$ cat src/rtl/pixel_job_if.sv
// Job bus between the pixel dispatcher and the ray-tracing cores.
// A job transfers on a rising edge where job_valid[i] and core_ready[i] are both high;
// job_valid and the payload stay stable until that transfer happens.
interface pixel_job_if #(
  parameter int X_W = 10,
  parameter int Y_W = 10
);
  logic [3:0]     job_valid;
  logic [X_W-1:0] job_x;
  logic [Y_W-1:0] job_y;
  logic           job_first;
  logic           job_eol;
  logic [3:0]     core_ready;

  modport master (
    output job_valid, job_x, job_y, job_first, job_eol,
    input  core_ready
  );

  modport slave (
    input  job_valid, job_x, job_y, job_first, job_eol,
    output core_ready
  );
endinterface

$ cat src/rtl/pixel_dispatcher.sv
// Walks the frame in raster order and issues one pixel per job to up to four cores,
// in strict round-robin, so pixel k always lands on core (k mod n_active).
module pixel_dispatcher #(
  parameter int SCREEN_WIDTH  = 640,
  parameter int SCREEN_HEIGHT = 480,
  parameter int X_W           = 10,
  parameter int Y_W           = 10
) (
  input  logic          aclk,
  input  logic          areset,
  input  logic          start,
  input  logic [2:0]    no_of_extra_cores,
  pixel_job_if.master   job,
  output logic          busy,
  output logic          frame_done,
  output logic [1:0]    dbg_state
);

  typedef enum logic [1:0] {
    ST_IDLE     = 2'd0,
    ST_DISPATCH = 2'd1,
    ST_DONE     = 2'd2
  } state_t;

  localparam logic [X_W-1:0] X_LAST = X_W'(SCREEN_WIDTH - 1);
  localparam logic [Y_W-1:0] Y_LAST = Y_W'(SCREEN_HEIGHT - 1);

  state_t         state, state_nxt;
  logic [X_W-1:0] x, x_nxt;
  logic [Y_W-1:0] y, y_nxt;
  logic [1:0]     target, target_nxt;
  // Index of the highest active core (n_active - 1), latched at start.
  logic [1:0]     n_last, n_last_nxt;
  logic           handshake;
  logic [1:0]     extra_clamped;

  always_ff @(posedge aclk) begin
    if (areset) begin
      state  <= ST_IDLE;
      x      <= '0;
      y      <= '0;
      target <= '0;
      n_last <= '0;
    end else begin
      state  <= state_nxt;
      x      <= x_nxt;
      y      <= y_nxt;
      target <= target_nxt;
      n_last <= n_last_nxt;
    end
  end

  always_comb begin
    extra_clamped = (no_of_extra_cores > 3'd3) ? 2'd3 : no_of_extra_cores[1:0];
    handshake     = (state == ST_DISPATCH) && job.core_ready[target];
  end

  always_comb begin
    state_nxt  = state;
    x_nxt      = x;
    y_nxt      = y;
    target_nxt = target;
    n_last_nxt = n_last;
    case (state)
      ST_IDLE: begin
        if (start) begin
          n_last_nxt = extra_clamped;
          x_nxt      = '0;
          y_nxt      = '0;
          target_nxt = '0;
          state_nxt  = ST_DISPATCH;
        end
      end
      ST_DISPATCH: begin
        if (handshake) begin
          // The final pixel leaves the counters parked on the last coordinate.
          if ((x == X_LAST) && (y == Y_LAST)) begin
            state_nxt = ST_DONE;
          end else begin
            if (x == X_LAST) begin
              x_nxt = '0;
              y_nxt = y + 1'b1;
            end else begin
              x_nxt = x + 1'b1;
            end
            target_nxt = (target == n_last) ? 2'd0 : target + 2'd1;
          end
        end
      end
      ST_DONE: begin
        state_nxt = ST_IDLE;
      end
      default: begin
        state_nxt = ST_IDLE;
      end
    endcase
  end

  // Outputs are decoded from registered state only.
  always_comb begin
    job.job_valid = 4'b0000;
    job.job_x     = '0;
    job.job_y     = '0;
    job.job_first = 1'b0;
    job.job_eol   = 1'b0;
    if (state == ST_DISPATCH) begin
      job.job_valid = 4'b0001 << target;
      job.job_x     = x;
      job.job_y     = y;
      job.job_first = (x == '0) && (y == '0);
      job.job_eol   = (x == X_LAST);
    end
    busy       = (state != ST_IDLE);
    frame_done = (state == ST_DONE);
    dbg_state  = state;
  end

endmodule

$ cat src/flat_wrapper.sv
// flat-port wrapper written by rule: the top's interface ports become plain ports
module pixel_dispatcher_flat 
#(
  parameter int SCREEN_WIDTH  = 640,
  parameter int SCREEN_HEIGHT = 480,
  parameter int X_W           = 10,
  parameter int Y_W           = 10
)
  (aclk, areset, start, no_of_extra_cores, busy, frame_done, dbg_state, job_job_valid, job_job_x, job_job_y, job_job_first, job_job_eol, job_core_ready);
  pixel_job_if #(.X_W(X_W), .Y_W(Y_W)) job_i ();
  input  logic aclk;
  input  logic areset;
  input  logic start;
  input  logic [2:0] no_of_extra_cores;
  output logic busy;
  output logic frame_done;
  output logic [1:0] dbg_state;
  output wire logic [$bits(job_i.job_valid)-1:0] job_job_valid;
  output wire logic [$bits(job_i.job_x)-1:0] job_job_x;
  output wire logic [$bits(job_i.job_y)-1:0] job_job_y;
  output wire logic [$bits(job_i.job_first)-1:0] job_job_first;
  output wire logic [$bits(job_i.job_eol)-1:0] job_job_eol;
  input wire logic [$bits(job_i.core_ready)-1:0] job_core_ready;
  assign job_job_valid = job_i.job_valid;
  assign job_job_x = job_i.job_x;
  assign job_job_y = job_i.job_y;
  assign job_job_first = job_i.job_first;
  assign job_job_eol = job_i.job_eol;
  assign job_i.core_ready = job_core_ready;
  pixel_dispatcher #(.SCREEN_WIDTH(SCREEN_WIDTH), .SCREEN_HEIGHT(SCREEN_HEIGHT), .X_W(X_W), .Y_W(Y_W)) u_core (.aclk(aclk), .areset(areset), .start(start), .no_of_extra_cores(no_of_extra_cores), .job(job_i), .busy(busy), .frame_done(frame_done), .dbg_state(dbg_state));
endmodule
$ cat config.mk
export PLATFORM = sky130hd
export DESIGN_NAME = pixel_dispatcher_flat
export DESIGN_NICKNAME = d
export VERILOG_FILES = /design/src/rtl/pixel_job_if.sv /design/src/rtl/pixel_dispatcher.sv /design/src/flat_wrapper.sv
export SDC_FILE = /design/constraint.sdc
export NUM_CORES = 1
export LEC_CHECK = 0
export CAP_MARGIN = 5
export CELL_PAD_IN_SITES_DETAIL_PLACEMENT = 1
export CELL_PAD_IN_SITES_GLOBAL_PLACEMENT = 2
export CORE_MARGIN = 1.5
export CORE_UTILIZATION = 28
export DETAILED_ROUTE_END_ITERATION = 12
export GPL_TIMING_DRIVEN = 0
export PLACE_DENSITY = 0.79
export SYNTH_ARGS = -nofsm -noshare
export SYNTH_HDL_FRONTEND = slang
export SYNTH_SLANG_ARGS = --single-unit
export TNS_END_PERCENT = 10
$ cat constraint.sdc
create_clock -name aclk -period 2.24 [get_ports aclk]
set_clock_uncertainty 0.1 [all_clocks]
set_input_delay 0.448 -clock aclk [delete_from_list [all_inputs] [get_ports aclk]]
set_output_delay 0.448 -clock aclk [all_outputs]
set_load 0.01 [all_outputs]
==> results.sh, run 1 <==
export IMPL_status="completed"
export IMPL_cts_buffer_depth=2
export IMPL_max_cap_violations=0
export IMPL_cp_required_ns=1.69
export IMPL_cts_tree="yes"
export IMPL_synth_area_per_cell_um2=7.601
export IMPL_synth_seq_cells=26
export IMPL_final_cell_area_um2=2535
export IMPL_preCtsSetupSlack_ns=-0.8192
export IMPL_period_share_pct=97.90
export IMPL_first_pass_iters=4
export IMPL_hpwl_um=4144
export IMPL_finalSetupViolations=0
export IMPL_grt_pass1_vias=1902
export IMPL_ys_types=41
export IMPL_final_hold_violation_count=0
export IMPL_path_class="reg -> out"
export IMPL_root_buffer="clkbuf_8"
export IMPL_mappedNetlistArea_um2=1718
export IMPL_rsz0062_at_grt="true"
export IMPL_busiest_layer="met2"
export IMPL_cellLeakagePower_nw=1.030
export IMPL_grt_pass1_wl_um=9867
export IMPL_synth_cells=226
export IMPL_port_buffer_count=39
export IMPL_synth_warnings=0
export IMPL_layout_min_cycle_time_ns=2.193
export IMPL_min_path_type="reg -> reg"
export IMPL_route_detailed_drc=0
export IMPL_clk_latency_ns=0.28
export IMPL_synth_flop_cell="dfxtp_1"
export IMPL_gp_congestion=0.8634
export IMPL_wl_per_cell_um=17.31
export IMPL_drive_gt1_share_pct=21.40
export IMPL_slew_headroom_pct=61.14
export IMPL_ios=40
export IMPL_grtUsageMet3_pct=2.360
export IMPL_grt_antenna_before_repair=0
export IMPL_use_met1_pct=25.54
export IMPL_fill_cells=723
export IMPL_routed_wl_um=6231
export IMPL_vias=1937
export IMPL_grt_usage_pct=19.49
export IMPL_clkTransAtPathRegs_ns=0.11
export IMPL_endpoint_kind="output pin"
export IMPL_synthArstFlopShare_pct=0
export IMPL_setup_ws_ns=0.04694
export IMPL_ctsHoldBuffers=0
export IMPL_power_density_nw_per_um2=436.1
export IMPL_overflow=0
export IMPL_core_area_um2=5921
export IMPL_synth_edf_count=0
export IMPL_ir_drop_mv=0.2799
export IMPL_max_freq_ghz=0.4560
export IMPL_ant_nets=0
export IMPL_path_max_fanout=5
export IMPL_drt_iter0_drc=125
export IMPL_whs_ns=0.4086
export IMPL_area_growth_pct=47.56
export IMPL_h_tree_depth=1
export IMPL_diodes=0
export IMPL_crit_arrival_ns=1.65
export IMPL_finalNetCount=304
export IMPL_cts_made_buffers=3
export IMPL_ys_seq_area_share_pct=30.30
export IMPL_final_cell_mix="23 x nor2_1, 23 x dlygate4sd2_1, 21 x and2_1"
export IMPL_finalMaxSlewViolations=0
export IMPL_start_util_pct=29.02
export IMPL_die_h_um=81.33
export IMPL_grt_max_degree=16
export IMPL_place_area_um2=2202
export IMPL_placementRows=28
export IMPL_syn_num_nets=244
export IMPL_cts_sinks=26
export IMPL_startpoint_type="flip-flop"
export IMPL_tightest_slew_ns=0.5811
export IMPL_dieWidth_um=81.33
export IMPL_met2_usage_pct=32.73
export IMPL_vias_per_cell=5.381
export IMPL_dieArea_um2=6615
## registers in the layout (all words and copies together), names as in the netlist
signal            cells
u_core.dbg_state      2
u_core.n_last         2
u_core.target         2
u_core.x             10
u_core.y             10
## final timing paths
| check | startpoint | to | slack (ns) | cells past startpoint |
|---|---|---|---|---|
| setup / recovery | u_core.x[1]$_SDFFE_PP0P_ | job_job_eol | 0.05 | 6 |
| hold / removal | u_core.x[1]$_SDFFE_PP0P_ | u_core.x[1]$_SDFFE_PP0P_ | 0.41 | 2 |
| setup reg to reg | u_core.x[9]$_SDFFE_PP0P_ | u_core.y[0]$_SDFFE_PP0P_ | 0.17 | 8 |
| hold reg to reg | u_core.x[1]$_SDFFE_PP0P_ | u_core.x[1]$_SDFFE_PP0P_ | 0.41 | 2 |
## power by group
group	internal, mW	switching, mW
Combinational	0.0940	0.121
Clock	0.240	0.175
Sequential	0.467	0.00865
## metrics by stage
stage	cells	setup TNS (ns)	util [%]	total power, mW
finish	360	0	42.81	1.106
global route	360	-0.1990	42.81	1.158
CTS	348	-0.1665	40.93	1.108
detailed placement	340	-18.21	37.19	0.6715
global placement	340	-17.96	37.19	0.6707
floorplan	226	0	-	0.5919
## area by class of cell
class / count / area, µm² / area share, %
Buffer: 9 / 81.33 / 3.208
Clock buffer: 3 / 41.29 / 1.629
Clock inverter: 1 / 30.03 / 1.185
Inverter: 7 / 26.28 / 1.037
Multi-Input combinational cell: 181 / 1212 / 47.83
Sequential cell: 26 / 545.5 / 21.52
Tap cell: 75 / 93.84 / 3.702
Timing Repair Buffer: 58 / 504.2 / 19.89
## per-layer routing
metal	share of wire, %	wire [µm]
met1	46	2840
met2	48	2984
met3	4.7	293
met4	1.8	113
met5	0	0
## critical path, cell delays in order (launching register included)
cell     delay [ns]
dfxtp_4        0.39
ha_4           0.16
nand3_4        0.12
nor4_4         0.28
buf_6          0.16
and2_4         0.16
buf_6          0.10
## timing repair
action | in CTS | in global routing
resized for setup | 73 | 15
buffers inserted | 6 | 13
endpoints found under the setup margin | 48 | 32
pin swaps | 4 | 4
hold endpoints to repair | 0 | 0
## synthesized netlist by cell type, drive strengths merged, types with 2 or more instances
cell type  count  share of area [%]
a211oi         3                1.3
a21oi         21                6.3
a311oi         2                1.0
and2          22                8.0
and3           4                1.5
and4           2                1.0
buf            3               0.87
clkbuf         9                2.0
dfxtp         26                 30
ha             8                5.8
inv            7                1.5
nand2         12                2.6
nand2b        10                3.6
nand3         11                3.2
nand3b         3                1.3
nand4          6                2.2
nor2          25                5.5
nor2b          2               0.73
nor3           4                1.2
nor3b          2                1.2
nor4           5                2.2
o2111ai        2                1.0
o21ai         14                4.1
o41ai          2                1.0
or2            2               0.73
or3            5                1.8
or4            2               0.87
xor2           2                1.0
## cells by family (layout without fill, tap and decap cells)
family,count (synthesis),count (layout),synth area share [%]
and+or+nand+nor,119,119,38.60
AOI/OAI and AO/OA,50,50,17.99
DFF,26,26,30.30
buffers and inverters,19,78,4.370
adders and majority gates,8,8,5.827
xor gates and xnor gates,2,2,1.020
muxes,2,2,1.894
No activity file was read; power rests on OpenSTA's default activity.
==> inputs of run 2 (changes only) <==
==> constraint.sdc (replaced) <==
create_clock -name aclk -period 2.24 [get_ports aclk]
set_clock_uncertainty 0.1 [all_clocks]
set_input_delay 0.336 -clock aclk [delete_from_list [all_inputs] [get_ports aclk]]
set_output_delay 0.336 -clock aclk [all_outputs]
set_load 0.01 [all_outputs]
==> run 2 against run 1 <==
  * Global-route usage decreased by 0.56 points
  * First-iteration DRC count decreased by 16%
  * The flow now finishes with violations (negative setup slack)
  * Count of clock-buffer cells in the layout unchanged
  * Sequential power about the same
  * Die area unchanged
  * Utilization decreased by 1.9 points
  * Register-to-register slack got worse by 0.06 ns
  * Critical endpoint is now job_job_y[3]
  * Critical path type unchanged
  * Setup slack got worse by 0.14 ns
  * Largest power group unchanged
  * Non-clock buffer count decreased by 12
==> results.sh, run 2 (synthesized netlist as in run 1, its figures left out) <==
export IMPL_status="complete, but fails checks"
export IMPL_failed_checks="negative setup slack"
export IMPL_fin_setup_tns_ns=-0.2155
export IMPL_place_inst=340
export IMPL_dieArea_um2=6615
export IMPL_min_path_type="reg -> reg"
export IMPL_finalNetCount=292
export IMPL_start_util_pct=29.02
export IMPL_multi_input_area_um2=1179
export IMPL_layout_min_cycle_time_ns=2.332
export IMPL_fill_cells=724
export IMPL_finalSetupViolations=3
export IMPL_h_tree_depth=1
export IMPL_clkTransAtPathRegs_ns=0.10
export IMPL_seqCellArea_um2=534.3
export IMPL_drive_gt1_share_pct=15.75
export IMPL_startpoint_type="flip-flop"
export IMPL_final_cells=348
export IMPL_vias=1876
export IMPL_tightest_slew_ns=0.6768
export IMPL_overflow=0
export IMPL_cp_required_ns=1.80
export IMPL_route_detailed_drc=0
export IMPL_wl_per_cell_um=16.93
export IMPL_hpwl_um=4144
export IMPL_final_common_cell="clkdlybuf4s50_1"
export IMPL_diodes=0
export IMPL_grt_antenna_before_repair=0
export IMPL_final_hold_violation_count=0
export IMPL_final_cell_mix="29 x clkdlybuf4s50_1, 25 x nor2_1, 21 x and2_1"
export IMPL_cellLeakagePower_nw=0.9284
export IMPL_setup_ws_ns=-0.09200
export IMPL_period_share_pct=104.1
export IMPL_port_buffer_count=39
export IMPL_die_h_um=81.33
export IMPL_clk_latency_ns=0.28
export IMPL_grt_max_degree=16
export IMPL_cts_sinks=26
export IMPL_max_freq_ghz=0.4288
export IMPL_ant_nets=0
export IMPL_grt_pass1_vias=1873
export IMPL_path_max_fanout=10
export IMPL_dieWidth_um=81.33
export IMPL_finalMaxSlewViolations=0
export IMPL_first_pass_iters=4
export IMPL_cts_tree="yes"
export IMPL_endpoint_kind="output pin"
export IMPL_gp_congestion=0.8634
export IMPL_ir_drop_mv=0.2577
export IMPL_path_class="reg -> out"
export IMPL_regToRegSetupSlack_ns=0.11
export IMPL_grt_pass1_wl_um=9625
export IMPL_root_buffer="clkbuf_8"
export IMPL_ctsHoldBuffers=0
export IMPL_reg_top3="u_core.x (10), u_core.y (10)"
export IMPL_grt_usage_pct=18.93
export IMPL_power_density_nw_per_um2=449.3
export IMPL_area_growth_pct=41.15
export IMPL_vias_per_cell=5.391
export IMPL_placementRows=28
export IMPL_crit_arrival_ns=1.90
export IMPL_ios=40
export IMPL_routed_wl_um=5892
export IMPL_slew_headroom_pct=54.29
export IMPL_cts_made_buffers=3
export IMPL_cts_buffer_depth=2
export IMPL_drt_iter0_drc=105
export IMPL_rsz0062_at_grt="true"
export IMPL_max_cap_violations=0
export IMPL_core_area_um2=5921
-- run 2: worst paths after layout --
check,depth (start not counted),end,from
worst min register to register,2,u_core.x[1]$_SDFFE_PP0P_,u_core.x[1]$_SDFFE_PP0P_
worst min-delay path,2,u_core.x[1]$_SDFFE_PP0P_,u_core.x[1]$_SDFFE_PP0P_
worst max register to register,6,u_core.y[7]$_SDFFE_PP0P_,u_core.x[8]$_SDFFE_PP0P_
worst max-delay path,5,job_job_y[3],u_core.dbg_state[1]$_SDFFE_PP0P_
-- run 2: what timing repair did --
item | CTS | global route
gates resized for setup | 44 | 7
endpoints found under the hold margin | 0 | 0
pin swaps | 3 | 1
buffers inserted | 4 | 2
endpoints found under the setup margin | 47 | 37
-- run 2: critical path: stages (launching register included) --
cell	delay, ns
dfxtp_2	0.40
and2b_2	0.26
clkbuf_8	0.17
clkbuf_8	0.16
and2_1	0.15
clkdlybuf4s50_1	0.47
-- run 2: power by group --
part           leakage (nW)  switching (mW)  internal (mW)
clock network        0.0357           0.167          0.239
registers             0.215         0.00871          0.470
logic                 0.678           0.116         0.0885
-- run 2: metal layers --
metal	share of wire, %	vias up	GRT usage (%)
li1	-	902	-
met1	46	919	25.35
met2	47	48	31.90
met3	5.0	7	1.798
met4	1.3	0	5.690
met5	0	-	0
-- run 2: layout make-up --
class / instances / share of cell area [%]
clock inverters: 1 / 1.238
inverters: 7 / 1.084
flip-flops and latches: 26 / 22.03
multi-input cells: 181 / 48.61
repair buffers: 45 / 17.85
clock buffers: 3 / 1.703
plain buffers: 10 / 3.612
well taps: 75 / 3.870
-- run 2: metrics by stage --
step	cell area (µm²)	power (mW)	worst slack [ns]	utilization (%)	hold WS (ns)
floorplan	1718	0.5919	0.2127	-	0.3619
global route	2425	1.142	-0.1685	40.96	0.4209
detailed placement	2202	0.6715	-0.7072	37.19	0.3902
finish	2425	1.089	-0.09200	40.96	0.3829
CTS	2402	1.100	-0.1140	40.57	0.3866
global placement	2202	0.6707	-0.7479	37.19	0.3864
